--- config.mk ---
export PLATFORM = sky130hd
export DESIGN_NAME = uart_rx_param
export DESIGN_NICKNAME = d
export VERILOG_FILES = /design/src/rtl/uart_rx_param.sv
export SDC_FILE = /design/constraint.sdc
export NUM_CORES = 1
export LEC_CHECK = 0
export BUFFER_PORTS_ARGS = -buffer_cell sky130_fd_sc_hd__buf_2
export CAP_MARGIN = 0
export CORE_ASPECT_RATIO = 1.75
export CORE_MARGIN = 2
export CORE_UTILIZATION = 36
export CTS_BUF_LIST = sky130_fd_sc_hd__clkbuf_8
export CTS_CLUSTER_SIZE = 8
export DETAILED_ROUTE_END_ITERATION = 8
export MAX_ROUTING_LAYER = met4
export PLACE_DENSITY_LB_ADDON = 0.05
export SLEW_MARGIN = 20
export SYNTH_ARGS = -nofsm -noshare
export SYNTH_HDL_FRONTEND = slang
export SYNTH_SLANG_ARGS = --single-unit
--- constraint.sdc ---
create_clock -name clk -period 7.5 [get_ports clk]
set_input_delay 1.875 -clock clk [delete_from_list [all_inputs] [get_ports clk]]
set_output_delay 1.875 -clock clk [all_outputs]
set_load 0.1 [all_outputs]
--- src/rtl/uart_rx_param.sv ---
// Oversampling UART receiver with configurable data width, parity and stop bits.
// A received frame is held on the outputs until the consumer acknowledges it.
module uart_rx_param #(
    parameter int BAUD_DIV   = 54,
    parameter int OVERSAMPLE = 16,
    parameter int DATA_BITS  = 8,
    parameter int PARITY     = 0,
    parameter int STOP_BITS  = 1
) (
    input  logic                 clk,
    input  logic                 rst_n,
    input  logic                 RsRx,
    input  logic                 rd_ack,
    output logic [DATA_BITS-1:0] data_out,
    output logic                 data_ready,
    output logic                 frame_err,
    output logic                 parity_err,
    output logic                 overrun_err,
    output logic                 busy
);

    localparam int TW = $clog2(OVERSAMPLE);
    localparam logic [TW-1:0] HALF_M1 = TW'(OVERSAMPLE / 2 - 1);
    localparam logic [TW-1:0] FULL_M1 = TW'(OVERSAMPLE - 1);
    localparam logic [15:0]   BAUD_M1 = 16'(BAUD_DIV - 1);
    localparam logic [3:0]    DATA_M1 = 4'(DATA_BITS - 1);
    localparam logic [3:0]    STOP_M1 = 4'(STOP_BITS - 1);

    typedef enum logic [2:0] {IDLE, START, DATA, PAR, STOP} state_t;

    state_t                 state_q, state_d;
    logic [1:0]             sync_q, sync_d;
    logic [15:0]            baud_cnt_q, baud_cnt_d;
    logic [TW-1:0]          tick_cnt_q, tick_cnt_d;
    logic [3:0]             bit_cnt_q, bit_cnt_d;
    logic [DATA_BITS-1:0]   shift_q, shift_d;
    logic                   ferr_acc_q, ferr_acc_d;
    logic                   perr_acc_q, perr_acc_d;
    logic                   armed_q, armed_d;
    logic [DATA_BITS-1:0]   data_out_q, data_out_d;
    logic                   data_ready_q, data_ready_d;
    logic                   frame_err_q, frame_err_d;
    logic                   parity_err_q, parity_err_d;
    logic                   overrun_q, overrun_d;
    logic                   rx, tick, done;

    assign rx   = sync_q[1];
    assign tick = (baud_cnt_q == BAUD_M1);

    always_comb begin
        // NOTE: every comb output gets a default first, so no path can infer a latch.
        sync_d     = {sync_q[0], RsRx};
        baud_cnt_d = tick ? 16'd0 : baud_cnt_q + 16'd1;
        state_d    = state_q;
        tick_cnt_d = tick_cnt_q;
        bit_cnt_d  = bit_cnt_q;
        shift_d    = shift_q;
        ferr_acc_d = ferr_acc_q;
        perr_acc_d = perr_acc_q;
        armed_d    = armed_q;
        done       = 1'b0;

        case (state_q)
            IDLE: if (tick) begin
                // A start is only accepted after the line has been seen high,
                // so a held break yields a single frame.
                if (rx) begin
                    armed_d = 1'b1;
                end else if (armed_q) begin
                    state_d    = START;
                    tick_cnt_d = '0;
                end
            end
            START: if (tick) begin
                if (tick_cnt_q == HALF_M1) begin
                    tick_cnt_d = '0;
                    if (!rx) begin
                        state_d    = DATA;
                        bit_cnt_d  = '0;
                        ferr_acc_d = 1'b0;
                        perr_acc_d = 1'b0;
                    end else begin
                        state_d = IDLE;
                    end
                end else begin
                    tick_cnt_d = tick_cnt_q + 1'b1;
                end
            end
            DATA: if (tick) begin
                if (tick_cnt_q == FULL_M1) begin
                    tick_cnt_d = '0;
                    shift_d    = {rx, shift_q[DATA_BITS-1:1]};
                    if (bit_cnt_q == DATA_M1) begin
                        bit_cnt_d = '0;
                        state_d   = (PARITY != 0) ? PAR : STOP;
                    end else begin
                        bit_cnt_d = bit_cnt_q + 4'd1;
                    end
                end else begin
                    tick_cnt_d = tick_cnt_q + 1'b1;
                end
            end
            PAR: if (tick) begin
                if (tick_cnt_q == FULL_M1) begin
                    tick_cnt_d = '0;
                    perr_acc_d = (PARITY == 1) ? ~(^shift_q ^ rx) : (^shift_q ^ rx);
                    state_d    = STOP;
                end else begin
                    tick_cnt_d = tick_cnt_q + 1'b1;
                end
            end
            STOP: if (tick) begin
                if (tick_cnt_q == FULL_M1) begin
                    tick_cnt_d = '0;
                    if (!rx) ferr_acc_d = 1'b1;
                    if (bit_cnt_q == STOP_M1) begin
                        done      = 1'b1;
                        bit_cnt_d = '0;
                        armed_d   = rx;
                        state_d   = IDLE;
                    end else begin
                        bit_cnt_d = bit_cnt_q + 4'd1;
                    end
                end else begin
                    tick_cnt_d = tick_cnt_q + 1'b1;
                end
            end
            default: state_d = IDLE;
        endcase
    end

    always_comb begin
        data_out_d   = data_out_q;
        data_ready_d = data_ready_q;
        frame_err_d  = frame_err_q;
        parity_err_d = parity_err_q;
        overrun_d    = overrun_q;
        if (done) begin
            // Completion beats a same-cycle acknowledge.
            data_out_d   = shift_q;
            frame_err_d  = ferr_acc_q | ~rx;
            parity_err_d = perr_acc_q;
            data_ready_d = 1'b1;
            overrun_d    = (rd_ack && data_ready_q) ? 1'b0 : (overrun_q | data_ready_q);
        end else if (rd_ack && data_ready_q) begin
            data_ready_d = 1'b0;
            overrun_d    = 1'b0;
        end
    end

    // NOTE: sequential state uses non-blocking assignments only; reset covers every flop.
    always_ff @(posedge clk or negedge rst_n) begin
        if (!rst_n) begin
            state_q      <= IDLE;
            sync_q       <= 2'b11;
            baud_cnt_q   <= '0;
            tick_cnt_q   <= '0;
            bit_cnt_q    <= '0;
            shift_q      <= '0;
            ferr_acc_q   <= 1'b0;
            perr_acc_q   <= 1'b0;
            armed_q      <= 1'b0;
            data_out_q   <= '0;
            data_ready_q <= 1'b0;
            frame_err_q  <= 1'b0;
            parity_err_q <= 1'b0;
            overrun_q    <= 1'b0;
        end else begin
            state_q      <= state_d;
            sync_q       <= sync_d;
            baud_cnt_q   <= baud_cnt_d;
            tick_cnt_q   <= tick_cnt_d;
            bit_cnt_q    <= bit_cnt_d;
            shift_q      <= shift_d;
            ferr_acc_q   <= ferr_acc_d;
            perr_acc_q   <= perr_acc_d;
            armed_q      <= armed_d;
            data_out_q   <= data_out_d;
            data_ready_q <= data_ready_d;
            frame_err_q  <= frame_err_d;
            parity_err_q <= parity_err_d;
            overrun_q    <= overrun_d;
        end
    end

    assign data_out    = data_out_q;
    assign data_ready  = data_ready_q;
    assign frame_err   = frame_err_q;
    assign parity_err  = parity_err_q;
    assign overrun_err = overrun_q;
    assign busy        = (state_q != IDLE);

endmodule

# Yosys cells after proc, flatten, opt, wreduce, memory -nomap -nowiden
# Index checks and enable logic that the tools add are counted.
dict set report word_totals {
  wordCells 123
  register_bits 52
}
dict set report classes {
  n_eq_ne 25
  reduce_logical 19
  mux 58
  n_addsub 3
  n_bitwise 4
}
# operator n
set op_table {}
lappend op_table {{$mux 4} 16}
lappend op_table {{$mux 3} 13}
lappend op_table {{$ne 2x2->1 const B} 16}
lappend op_table {{$pmux 4 s3} 2}
lappend op_table {{$mux 1} 21}
lappend op_table {{$reduce_and 6->1} 3}
lappend op_table {{$add 16x1->16 const B} 1}
lappend op_table {{$eq 16x6->1 const B} 1}
lappend op_table {{$mux 16} 1}
lappend op_table {{$pmux 3 s5} 1}
lappend op_table {{$reduce_and 13->1} 1}
lappend op_table {{$reduce_bool 3->1} 3}
lappend op_table {{$add 4x1->4 const B} 2}
lappend op_table {{$eq 4x3->1 const B} 2}
lappend op_table {{$reduce_and 8->1} 1}
lappend op_table {{$reduce_bool 2->1} 4}
lappend op_table {{$reduce_xor 8->1} 1}
lappend op_table {{$reduce_and 7->1} 1}
lappend op_table {{$eq 3x2->1 const B} 2}
lappend op_table {{$pmux 1 s2} 3}
lappend op_table {{$eq 4x4->1 const B} 1}
lappend op_table {{$logic_not 4->1} 1}
lappend op_table {{$eq 3x1->1 const B} 1}
lappend op_table {{$eq 3x3->1 const B} 1}
lappend op_table {{9 further kinds} 10}

# Longest topological paths before layout
dict set report logic_depth {
  ltp_word 6
  ltp_mapped 8
  ltp_nobuf 7
}

# Worst setup path after synthesis
# OpenSTA, ideal clock, no wires.
dict set report synth_path {
  path_type {register to output}
  start {reg state_q[2]}
  end {out busy}
  arrival_ns 1.315
  slack_ns 4.310
  path_stages_with_launch 3
  path_cell_list {dfrtp_1 > clkbuf_1 > or3_1}
}
dict set report synth_via {
  elab_chain_cells 1
}
# item line
set synth_rtl {}
lappend synth_rtl {{start: declaration} 31} ;# state_t state_q, state_d;
lappend synth_rtl {{start signal: assignment} 169} ;# state_q <= state_d;
lappend synth_rtl {{$reduce_bool 3->1} 191} ;# assign busy = (state_q != IDLE);
lappend synth_rtl {{end: declaration} 19} ;# output logic busy
# No other way between the ends.

# Worst setup path after layout
# Same ends and word-level chain as after synthesis.

==> results.py <==
metrics = {
    "flow_run": {
        "maxCapViolCount": 0,
    },
    "logic_synthesis": {
        "synthArstFlopShare_pct": 100.0,
        "synth_top_area_share_pct": 49.04,
        "syn-num-nets": 246,
        "ys_ff_latch": 52,
        "netlist_area_mm2": 0.002551,
        "synth-seq-area-share_pct": 51.10,
        "yosysWarnings": 0,
        "synth_edf_count": 0,
        "synth_cell_types": 48,
        "yosysTopAreaCell": "dfrtp_1",
        "synth_cells": 237,
        "syn_area_per_cell_um2": 10.76,
        "ys.flop_type": "dfrtp_1",
        "synth.top_cells.by_area": "dfrtp_1 (49%), mux2_2 (7.1%), xnor2_1 (5.5%), nand2_1 (3.2%), nor2_1 (2.9%)",
    },
    "timing": {
        "hold_viol": 0,
        "maxSlewViolCount": 0,
        "timing.hold.ws_ns": 0.3659,
        "finalCriticalPeriod_ns": 3.595,
        "fin_crit_sh_pct": 47.93,
        "finClkSkew_ns": 0.002496,
        "slew_headroom_pct": 49.89,
        "finalSetupViolations": 0,
        "fmax_mhz": 278.2,
        "fin_setup_tns_ns": 0,
        "rsz0062_at_grt": "no",
        "worstMarginPinSlew_ns": 0.7448,
    },
    "power_and_ir_drop": {
        "vdd_ir_drop_max_mv": 0.1285,
        "p_leak_nw": 1.313,
        "power_density_mw_per_mm2": 161.8,
    },
    "clock_network": {
        "worstSkewPairLatency_ns": 0.31,
        "cts_buffers": 5,
        "hold_buffers": 0,
        "cts_setup_buffers": 0,
        "cts_buffer_depth": 2,
        "cts_htree_levels": 2,
        "cts-root-buf": "clkbuf_8",
        "cts.sinks": 52,
        "tritoncts": "built",
        "clk_pin_slew_worst_paths_ns": 0.09,
        "cts_resized": 0,
    },
    "worst_setup_path": {
        "crit_fanout": 19,
        "r2r_cells": 6,
        "r2r_start": "baud_cnt_q[1]",
        "startpoint": "state_q[2]",
        "cp.arrival_ns": 1.72,
        "cp-start-kind": "flip-flop",
        "crit_type": "flip-flop to output port",
        "worstPathRequired_ns": 5.62,
        "endpoint_kind": "output port",
    },
    "floorplan": {
        "chipWidth_um": 67.64,
        "start_util_pct": 37.21,
        "rows": 40,
        "ioPinCount": 17,
        "die_area_mm2": 0.007802,
        "coreArea_mm2": 0.006857,
        "fp.dieH_um": 115.4,
    },
    "placement": {
        "port_buffers": 16,
        "hpwl_mm": 3.635,
        "place.gp.congestion": 0.8170,
        "place_area_mm2": 0.002729,
        "placed_cells": 332,
    },
    "layout": {
        "finalNetCount": 264,
        "drive_gt1_share_pct": 21.48,
        "layout_commonest_cell": "dfrtp_1",
        "fin_area_mm2": 0.002821,
        "fill_cells": 665,
        "synthToLayoutAreaGrowth_pct": 10.59,
        "antennaDiodeCount": 0,
        "final_cell_mix": "dfrtp_1 (50), nand2_1 (22), nor2_1 (20)",
        "finalNonFillerCells": 340,
    },
    "route": {
        "wl_per_cell_um": 15.05,
        "drt-initial-drc-count": 105,
        "drc": 0,
        "ant_nets": 0,
        "wirelength_mm": 5.116,
        "drtPass1Iterations": 4,
        "vias": 1768,
        "vias_per_cell": 5.200,
    },
    "global_route": {
        "grt_pass1_wl_mm": 9.011,
        "grt_usage_pct": 16.09,
        "grt_pass1_vias": 1794,
        "grt_overflow": 0,
        "antenna_found_initial": 0,
        "grt_start_max_net_pins": 53,
    },
    "hold_path": {
        "worstHoldStart": "sync_q[0]",
        "hold_depth": 0,
        "min_path_type": "flip-flop to flip-flop",
    },
    "outcome": {
        "status": "completed",
    },
}
path summary, 6_finish.rpt:
| path | to | slack, ns |
|---|---|---|
| min in group asynchronous | bit_cnt_q[0] | 1.67 |
| setup reg to reg | shift_q[6] | 4.77 |
| setup / recovery | busy | 3.90 |
| max in group asynchronous | shift_q[2] | 5.37 |
| hold / removal | sync_q[1] | 0.37 |
| hold reg to reg | sync_q[1] | 0.37 |
synth_stat cells, drive strengths merged (2+ instances only):
| master | n |
|---|---|
| dfrtp | 50 |
| nand2 | 22 |
| nor2 | 20 |
| mux2 | 16 |
| xnor2 | 16 |
| o21ai | 14 |
| nand3 | 12 |
| inv | 8 |
| xor2 | 8 |
| nand4 | 6 |
| ha | 5 |
| a21oi | 4 |
| clkbuf | 4 |
| or3 | 4 |
| or4 | 4 |
| a21o | 3 |
| and3 | 3 |
| buf | 3 |
| o41ai | 3 |
| or4b | 3 |
| a22oi | 2 |
| a2bb2oi | 2 |
| dfstp | 2 |
| nand2b | 2 |
| nand3b | 2 |
| nor2b | 2 |
| nor3b | 2 |
| nor4 | 2 |
| or3b | 2 |
state kept, by name (all words and copies together), names as in the netlist:
| signal | flops |
|---|---|
| bit_cnt_q | 4 |
| overrun_err | 1 |
| data_out | 8 |
| armed_q | 1 |
| baud_cnt_q | 16 |
| state_q | 3 |
| data_ready | 1 |
| sync_q | 2 |
| ferr_acc_q | 1 |
| tick_cnt_q | 4 |
| perr_acc_q | 1 |
| parity_err | 1 |
| frame_err | 1 |
| shift_q | 8 |
power by group:
part	total (mW)	switching, mW	internal [mW]
combinational	0.00777	0.00640	0.00138
clock	0.167	0.0931	0.0739
sequential	0.282	0.000612	0.281
layer usage:
layer	wire [µm]	GRT usage, %
met2	2666	25.62
met5	0	-
met1	2167	19.10
met3	168	3.816
met4	114	6.803
stage by stage:
stage                     setup slack, ns  utilization [%]  power [mW]
final                               3.905            41.15      0.4564
after CTS                           3.892            41.15      0.4665
after detailed placement            4.249            39.80      0.2959
after floorplan                     4.310                -      0.2880
after global placement              4.265            39.80      0.2958
after global routing                3.789            41.15      0.4794
critical path, cell delays in order, from the launching register on:
cell	delay (ns)
dfrtp_1	0.59
or3_1	0.50
buf_2	0.32
cell type report:
type / instances / area (µm²) / share of cell area, %
Inverter: 8 / 30.03 / 1.064
Tap cell: 84 / 105.1 / 3.725
Clock inverter: 2 / 10.01 / 0.3548
Multi-Input combinational cell: 170 / 1195 / 42.35
Timing Repair Buffer: 18 / 95.09 / 3.370
Sequential cell: 52 / 1304 / 46.21
Clock buffer: 6 / 82.58 / 2.927
kinds of logic (layout without fill, tap and decap cells):
kind of cell,Yosys count,in the layout,synth area share [%]
buffers and inverters,15,34,2.305
xor gates and xnor gates,24,24,8.239
adders and majority gates,5,5,2.452
and+or+nand+nor,91,91,19.81
DFF,52,52,51.10
muxes,16,16,7.062
AOI/OAI and AO/OA,34,34,9.024
Note: power is estimated with default switching activity, not from simulation.
